<file path="config.mk">
export PLATFORM = sky130hd
export DESIGN_NAME = clock_modulator_bank
export DESIGN_NICKNAME = d
export VERILOG_FILES = /design/src/rtl/clkmod_pkg.sv /design/src/rtl/clkmod_channel.sv /design/src/rtl/clock_modulator_bank.sv
export SDC_FILE = /design/constraint.sdc
export NUM_CORES = 1
export LEC_CHECK = 0
export ABC_AREA = 1
export BUFFER_PORTS_ARGS = -buffer_cell sky130_fd_sc_hd__buf_2
export CORE_ASPECT_RATIO = 1.75
export CORE_MARGIN = 3
export CORE_UTILIZATION = 60
export CTS_BUF_LIST = sky130_fd_sc_hd__clkbuf_4
export CTS_CLUSTER_DIAMETER = 80
export DETAILED_ROUTE_END_ITERATION = 10
export GPL_TIMING_DRIVEN = 0
export PLACE_DENSITY_LB_ADDON = 0.1
export SYNTH_ARGS = -nofsm -noshare
export SYNTH_HDL_FRONTEND = slang
export SYNTH_SLANG_ARGS = --single-unit
</file>
<file path="constraint.sdc">
create_clock -name clk -period 4.5 [get_ports clk]
set_clock_uncertainty 0.2 [all_clocks]
set_input_delay 0.675 -clock clk [delete_from_list [all_inputs] [get_ports clk]]
set_output_delay 0.675 -clock clk [all_outputs]
set_load 0.03 [all_outputs]
</file>
<file path="src/rtl/clkmod_pkg.sv">
// Shared constants and helpers for the clock modulator bank.
package clkmod_pkg;

  localparam int DEFAULT_DIV_W = 32;

  // Per-channel output mode encoding
  localparam logic MODE_SQUARE = 1'b0;
  localparam logic MODE_PULSE  = 1'b1;

  // Half-period count that gives a 0.5 s half-period (1 Hz square wave)
  function automatic int HALF_SEC_DIV(input int clk_hz);
    return clk_hz / 2;
  endfunction

endpackage

</file>
<file path="src/rtl/clkmod_channel.sv">
// One divider channel: half-period register, wrap counter, square toggle
// state and registered out/tick. Mode is latched on each wrap so a mode
// change only becomes visible at the next wrap.
module clkmod_channel
  import clkmod_pkg::*;
#(
  parameter int               DIV_W   = DEFAULT_DIV_W,
  parameter logic [DIV_W-1:0] RST_DIV = '1
) (
  input  logic             clk,
  input  logic             rst_n,
  input  logic             active_i,
  input  logic             mode_i,
  input  logic             load_i,
  input  logic [DIV_W-1:0] load_div_i,
  input  logic             sync_clr_i,
  output logic             out_o,
  output logic             tick_o
);

  logic [DIV_W-1:0] div_q, div_d;
  logic [DIV_W-1:0] cnt_q, cnt_d;
  logic [DIV_W-1:0] eff_div;
  logic [DIV_W-1:0] term_cnt;
  logic             sq_q, sq_d;
  logic             mode_q, mode_d;
  logic             tick_q, tick_d;
  logic             out_q, out_d;
  logic             wrap;

  // A zero divider behaves like one: wrap on every active cycle
  assign eff_div  = (div_q == '0) ? DIV_W'(1) : div_q;
  assign term_cnt = eff_div - DIV_W'(1);
  assign wrap     = active_i && (cnt_q == term_cnt);

  // Next-state: clear beats load, load beats wrap, wrap beats plain count
  always_comb begin
    div_d  = div_q;
    cnt_d  = cnt_q;
    sq_d   = sq_q;
    mode_d = mode_q;
    tick_d = 1'b0;
    if (sync_clr_i) begin
      cnt_d = '0;
      sq_d  = 1'b0;
    end else if (load_i) begin
      div_d = load_div_i;
      cnt_d = '0;
    end else if (wrap) begin
      cnt_d  = '0;
      tick_d = 1'b1;
      mode_d = mode_i;
      // Toggle state only advances while in square mode, so it is
      // preserved across a detour through pulse mode
      if (mode_i == MODE_SQUARE) sq_d = ~sq_q;
    end else if (active_i) begin
      cnt_d = cnt_q + DIV_W'(1);
    end
    out_d = (mode_d == MODE_PULSE) ? tick_d : sq_d;
  end

  // Channel state registers
  always_ff @(posedge clk or negedge rst_n) begin
    if (!rst_n) begin
      div_q  <= RST_DIV;
      cnt_q  <= '0;
      sq_q   <= 1'b0;
      mode_q <= MODE_SQUARE;
      tick_q <= 1'b0;
      out_q  <= 1'b0;
    end else begin
      div_q  <= div_d;
      cnt_q  <= cnt_d;
      sq_q   <= sq_d;
      mode_q <= mode_d;
      tick_q <= tick_d;
      out_q  <= out_d;
    end
  end

  assign out_o  = out_q;
  assign tick_o = tick_q;

endmodule

</file>
<file path="src/rtl/clock_modulator_bank.sv">
// Bank of NUM_CH independent clock dividers producing square or pulse
// outputs plus a wrap tick per channel. The top only decodes the load
// strobe and gates the enables; all state lives in clkmod_channel.
// Optional macro CLKMOD_SYNC_CLR_EN adds a sync_clr input that realigns
// every channel (counter, tick, out, square state) on the next edge.
module clock_modulator_bank
  import clkmod_pkg::*;
#(
  parameter  int CLK_HZ = 50_000_000,
  parameter  int NUM_CH = 2,
  parameter  int DIV_W  = DEFAULT_DIV_W,
  localparam int LCH_W  = (NUM_CH > 1) ? $clog2(NUM_CH) : 1
) (
  input  logic              clk,
  input  logic              rst_n,
  input  logic              en,
  input  logic [NUM_CH-1:0] ch_en,
  input  logic [NUM_CH-1:0] mode,
  input  logic              load,
  input  logic [LCH_W-1:0]  load_ch,
  input  logic [DIV_W-1:0]  load_div,
`ifdef CLKMOD_SYNC_CLR_EN
  input  logic              sync_clr,
`endif
  output logic [NUM_CH-1:0] out,
  output logic [NUM_CH-1:0] tick
);

  localparam logic [DIV_W-1:0] RST_DIV = DIV_W'(HALF_SEC_DIV(CLK_HZ));

  logic              sync_clr_w;
  logic [NUM_CH-1:0] active;
  logic [NUM_CH-1:0] load_hit;

`ifdef CLKMOD_SYNC_CLR_EN
  assign sync_clr_w = sync_clr;
`else
  assign sync_clr_w = 1'b0;
`endif

  for (genvar i = 0; i < NUM_CH; i++) begin : g_ch
    // Indices beyond NUM_CH-1 match no channel, so such loads are dropped
    localparam logic [LCH_W-1:0] IDX = LCH_W'(i);

    assign active[i]   = en & ch_en[i];
    assign load_hit[i] = load && (load_ch == IDX);

    clkmod_channel #(
      .DIV_W  (DIV_W),
      .RST_DIV(RST_DIV)
    ) u_ch (
      .clk       (clk),
      .rst_n     (rst_n),
      .active_i  (active[i]),
      .mode_i    (mode[i]),
      .load_i    (load_hit[i]),
      .load_div_i(load_div),
      .sync_clr_i(sync_clr_w),
      .out_o     (out[i]),
      .tick_o    (tick[i])
    );
  end

endmodule

</file>
### After elaboration in Yosys (flattened, before gate mapping)

Index checks and enable logic that the tools add are counted.

| cells by class | value |
|---|---|
| add/subtract/negate cells | 4 |
| equality and inequality tests | 2 |
| muxes and demuxes | 24 |
| bitwise gates (word level) | 5 |
| reductions and logical operators | 8 |

Operator list:

| cell | count |
|---|---|
| 32-bit two-way mux | 8 |
| 32-bit by 1-bit adder with 32-bit output (second input constant) | 2 |
| 32-bit equality test | 2 |
| 32-bit logical NOT | 2 |
| 32-bit by 1-bit subtractor with 32-bit output (second input constant) | 2 |
| 1-bit two-way mux | 16 |
| 3-bit nonzero test | 2 |
| 1-bit logical AND | 4 |
| 1-bit NOT | 3 |
| 1-bit bitwise AND | 2 |

| word-level totals | value |
|---|---|
| flip-flop bits (word level) | 136 |
| input port bits | 41 |
| output and inout bits | 4 |
| word-level logic and storage cells | 55 |

### Longest topological paths before layout

| depth | value |
|---|---|
| depth after elaboration | 8 |
| gate-level depth with buffers | 25 |
| gate-level depth less buffers | 25 |

### Hierarchy

Synthesis repeated with hierarchy kept, for this count alone.

| second synthesis, totals | value |
|---|---|
| cell total of the unflattened synthesis | 1358 |
| area, all modules | 10381.2 um^2 |

By module, submodules not included:

| module | times used | cells each | area an instance (um^2) |
|---|---|---|---|
| clkmod_channel at g_ch[0].u_ch | 1 | 682 | 5205.0 |
| clkmod_channel at g_ch[1].u_ch | 1 | 667 | 5139.9 |
| clock_modulator_bank | 1 | 9 | 36.3 |

### Worst setup path after synthesis

No wires, ideal clock.

| path | value |
|---|---|
| kind | reg-to-reg |
| from | register g_ch[1].u_ch.div_q[14] |
| to | register g_ch[1].u_ch.cnt_q[18] |
| setup time | 0.141 ns |
| arrival time | 2.969 ns |
| path slack | 1.191 ns |
| stages on the path, launching flop included | 23 |
| path buffers | 2 |
| period minus slack after synthesis | 3.309 ns |
| cells stage by stage | dfstp_2 > nor2_1 > nand2_1 > nor2_2 > nand2_1 > nor2_1 > nor2_2 > ha_1 > nand3_1 > nor2_2 > nand2_1 > nor3_2 > nand3_1 > xor2_1 > inv_1 > nor2_1 > nand2_1 > nor2_2 > nand2_2 > nand2_4 > buf_12 > buf_12 > o22ai_2 |

| on the way | value |
|---|---|
| longest elaborated chain between the ends | 7 |

Ends and longest elaborated chain:

| what | line | text |
|---|---|---|
| from (decl) | clkmod_channel.sv:21 | `logic [DIV_W-1:0] div_q, div_d;` |
| from (signal assigned) | clkmod_channel.sv:72 | `div_q <= div_d;` |
| 32-bit logical NOT | clkmod_channel.sv:32 | `assign eff_div = (div_q == '0) ? DIV_W'(1) : div_q;` |
| 32-bit two-way mux * | clkmod_channel.sv:32 |  |
| 32-bit by 1-bit subtractor with 32-bit output * | clkmod_channel.sv:33 | `assign term_cnt = eff_div - DIV_W'(1);` |
| 32-bit equality test * | clkmod_channel.sv:34 | `assign wrap = active_i && (cnt_q == term_cnt);` |
| 1-bit logical AND * | clkmod_channel.sv:34 |  |
| 32-bit two-way mux | clkmod_channel.sv:49 | `end else if (wrap) begin` |
| 32-bit two-way mux | clkmod_channel.sv:46 | `end else if (load_i) begin` |
| to (signal assigned) | clkmod_channel.sv:73 | `cnt_q <= cnt_d;` |
| to (decl) | clkmod_channel.sv:22 | `logic [DIV_W-1:0] cnt_q, cnt_d;` |

Every way passes the cells marked *; elsewhere a longest branch is shown, timed or not.
A chain may end at the register's enable or synchronous reset.

### Worst setup path in the final report

| path | value |
|---|---|
| from | register g_ch[0].u_ch.div_q[12] |
| to | register g_ch[0].u_ch.cnt_q[24] |

| on the way | value |
|---|---|
| longest elaborated chain between the ends | 7 |

Ends and longest elaborated chain:

| what | line |
|---|---|
| from (decl) | clkmod_channel.sv:21 |
| from (signal assigned) | clkmod_channel.sv:72 |
| 32-bit logical NOT | clkmod_channel.sv:32 |
| 32-bit two-way mux * | clkmod_channel.sv:32 |
| 32-bit by 1-bit subtractor with 32-bit output * | clkmod_channel.sv:33 |
| 32-bit equality test * | clkmod_channel.sv:34 |
| 1-bit logical AND * | clkmod_channel.sv:34 |
| 32-bit two-way mux | clkmod_channel.sv:49 |
| 32-bit two-way mux | clkmod_channel.sv:46 |
| to (signal assigned) | clkmod_channel.sv:73 |
| to (decl) | clkmod_channel.sv:22 |

Marked as above.

==> flow_metrics.py <==
metrics = {
    "status": {
        "status": "finished, final reports clean",
    },
    "timing": {
        "fin_crit_ns": 4.33,
        "worst_pin_slew_ns": 0.714,
        "setup-tns-final_ns": 0,
        "final_hold_viol_count": 0,
        "timing.slew.headroom_pct": 52.4,
        "drv_slew": 0,
        "setup_viol": 0,
        "rsz0062_at_grt": "false",
        "period_share_pct": 96.1,
        "fmax_mhz": 231,
    },
    "die": {
        "die_x_um": 103,
        "start_util_pct": 61.4,
        "fp.dieH_um": 175,
        "core_um2": 16000,
        "rows": 61,
        "io_pins": 45,
        "dieArea_um2": 18000,
    },
    "worst_hold_path": {
        "whs_endpoint": "g_ch[1].u_ch.out_o",
        "holdPathStages": 3,
        "hold_start": "mode[1]",
        "min_path_type": "in -> reg",
    },
    "placement": {
        "placed_cells": 1634,
        "routabilityCongestion": 1.01,
        "dp.final_hpwl_um": 25700,
        "io_buffer_count": 44,
    },
    "drt": {
        "dr.pass1.iters": 5,
        "first_iter_violations": 430,
        "wl_um": 31000,
        "vias_per_cell": 5.63,
        "drc_errors": 0,
        "drtAntennaViolNets": 0,
        "wl_per_cell_um": 18.6,
        "vias": 9389,
    },
    "synth": {
        "synth_top_family_by_area": "simple AND/OR/NAND/NOR gates",
        "synth-seq-cells": 136,
        "syn_area_um2": 9800,
        "synth_xor_area_share_pct": 11.0,
        "synth_warnings": 0,
        "synth-compound-area-share_pct": 8.59,
        "synth_area_per_cell_um2": 7.00,
        "synth_mux_area_share_pct": 0,
        "synth_simple_gate_area_share_pct": 35.5,
        "synth_cells": 1400,
        "syn_nets": 1445,
        "ys_seq_area_share_pct": 35.0,
        "synth-adder-area-share_pct": 0.511,
        "yosysUniqueCellTypes": 44,
    },
    "clock_network": {
        "cts_tree": "done",
        "clkLatencyLatePin_ns": 0.57,
        "htreeDepth": 4,
        "clkTransAtPathRegs_ns": 0.14,
        "clock-sinks": 136,
        "cts_buffer_depth": 2,
        "cts_buffers": 17,
        "root_buffer": "clkbuf_4",
    },
    "layout": {
        "area_growth_pct": 8.48,
        "fin_nets": 1510,
        "final_cell_mix": "nand2_1, inv_1, nor2_1",
        "final_common_cell": "nand2_1",
        "fin_cells": 1668,
        "nFillCells": 1482,
        "drive_gt1_share_pct": 12.2,
    },
    "worst_setup_path": {
        "reg2reg_to": "g_ch[0].u_ch.cnt_q[24]",
        "arrival_ns": 4.58,
        "worst_setup_path_end_kind": "register",
        "path_class": "reg -> reg",
        "r2r_setup_slack_ns": 0.17,
        "start_kind": "register",
        "rr_worst_depth": 20,
        "critPathRequiredTime_ns": 4.75,
        "path_max_fanout": 10,
        "timing.rr.start": "g_ch[0].u_ch.div_q[12]",
    },
    "grt": {
        "antenna_found_initial": 1,
        "overflow": 0,
        "grt_use_total_pct": 35.5,
        "grt_max_degree": 103,
        "grt_pass1_vias": 9454,
        "grt_pass1_wl_um": 47300,
    },
    "power_and_ir_drop": {
        "power_density_nw_per_um2": 298,
        "p_leak_nw": 4.95,
        "irDropWorstVdd_v": 0.000185,
    },
    "job": {
        "drv_cap": 0,
    },
}
==> worst max-delay path by stage <==
stage	from	to	slack [ns]	cells past startpoint
after floorplan	g_ch[1].u_ch.div_q[14]	g_ch[1].u_ch.cnt_q[18]	1.19	22
after global placement	g_ch[1].u_ch.div_q[12]	g_ch[1].u_ch.cnt_q[9]	0.1	22
after detailed placement	g_ch[1].u_ch.div_q[14]	g_ch[1].u_ch.cnt_q[4]	0.10	22
after CTS	g_ch[1].u_ch.div_q[12]	g_ch[1].u_ch.cnt_q[25]	0.07	21
after global routing	g_ch[1].u_ch.div_q[23]	g_ch[1].u_ch.cnt_q[9]	0.03	22
final	g_ch[0].u_ch.div_q[12]	g_ch[0].u_ch.cnt_q[24]	0.17	20
==> flip-flops by register name (all words and copies together) (netlist names) <==
name              count
g_ch.u_ch.cnt_q      64
g_ch.u_ch.div_q      64
g_ch.u_ch.mode_q      2
g_ch.u_ch.out_o       2
g_ch.u_ch.sq_q        2
g_ch.u_ch.tick_o      2
==> where the power goes <==
| part | switching [mW] | total, mW | internal (mW) |
|---|---|---|---|
| Combinational | 0.547 | 0.813 | 0.266 |
| Sequential | 0.114 | 1.45 | 1.33 |
| Clock | 0.503 | 0.910 | 0.406 |
| Total | 1.16 | 3.17 | 2.00 |
==> per-stage QoR <==
stage | area (um^2) | util (%) | setup WS [ns] | total power [mW] | hold slack, ns
final | 10600 | 66.6 | 0.174 | 3.17 | 0.115
after detailed placement | 10300 | 64.5 | 0.104 | 2.26 | 0.276
after global routing | 10600 | 66.6 | 0.0266 | 3.34 | 0.100
after CTS | 10600 | 66.5 | 0.0720 | 3.17 | 0.0909
after global placement | 10300 | 64.3 | 0.0955 | 2.24 | 0.269
after floorplan | 9800 | - | 1.19 | 1.99 | 0.179
==> worst max-delay path: stages, from the launching register on <==
cell and delay [ns]:
dfstp_2 0.57, nor2_1 0.06, nand2_1 0.21, nor2_1 0.08, nand2_1 0.06, nor2_1 0.08, nor2_4 0.24, ha_1 0.24
nand3_1 0.17, nor3_2 0.32, nand3_1 0.25, nor2_1 0.17, xor2_1 0.27, nand2_1 0.08, inv_1 0.06, nand3_1 0.07
nor2_1 0.32, nand3_2 0.26, nand2_1 0.17, buf_4 0.22, o22ai_1 0.11
==> cell families after synthesis <==
group           Yosys count
flops                   136
compound gates          141
xor+xnor                122
fa+ha+maj                 4
simple gates            768
buf+inv                 229
==> synth_stat cells <==
master / number / share of area, %
nand2_1: 354 / 14
inv_1: 182 / 7.0
nor2_1: 164 / 6.3
dfrtp_1: 112 / 29
xor2_1: 103 / 9.2
nand3_1: 102 / 5.2
o21ai_0: 68 / 3.5
nand4_1: 45 / 2.9
o22ai_1: 36 / 2.3
dfstp_2: 24 / 6.4
nor3_1: 23 / 1.2
clkbuf_1: 20 / 0.77
xnor2_1: 18 / 1.6
nor4_1: 15 / 0.96
nor2_2: 14 / 0.89
o21ai_1: 13 / 0.66
inv_2: 11 / 0.42
o22ai_2: 10 / 1.3
nand3b_1: 9 / 0.69
a21oi_1: 8 / 0.41
buf_4: 8 / 0.61
or2_2: 8 / 0.51
nor2_4: 7 / 0.80
buf_1: 4 / 0.15
ha_1: 4 / 0.51
nand2_2: 4 / 0.26
nor3_2: 4 / 0.41
nor3b_1: 4 / 0.31
or2_1: 4 / 0.26
nand3_2: 3 / 0.31
buf_12: 2 / 0.41
clkinv_1: 2 / 0.077
nand2_4: 2 / 0.23
nand4_2: 2 / 0.26
o21bai_1: 2 / 0.15
a21boi_1: 1 / 0.077
and2_1: 1 / 0.064
nand4_4: 1 / 0.22
nor3b_2: 1 / 0.13
nor4b_1: 1 / 0.089
o2111ai_1: 1 / 0.089
o211ai_1: 1 / 0.077
o31ai_1: 1 / 0.077
xor2_2: 1 / 0.17
==> layout make-up <==
| class | count | area [um^2] | share of cell area [%] |
|---|---|---|---|
| clock inverter | 13 | 170 | 1.60 |
| tap | 189 | 236 | 2.22 |
| multi-input combinational | 1035 | 5460 | 51.4 |
| sequential | 136 | 3430 | 32.3 |
| timing repair buffer | 46 | 264 | 2.48 |
| buffer | 34 | 190 | 1.79 |
| clock buffer | 19 | 143 | 1.34 |
| antenna | 1 | 2.50 | 0.0235 |
| inverter | 195 | 732 | 6.89 |
==> timing repair <==
item                                    CTS  global route
hold buffers                              1             0
gates resized for setup                   0             4
endpoints found under the hold margin    34             0
endpoints found under the setup margin    0            59
buffers inserted                          0             0
==> per-layer routing <==
layer	up-vias	GRT usage, %	share of wire (%)
met5	-	0	0
met4	0	36.5	13
met3	151	4.51	2.9
met2	272	63.2	53
met1	4330	31.6	32
li1	4636	-	-
No activity file was read; power rests on OpenSTA's default activity.
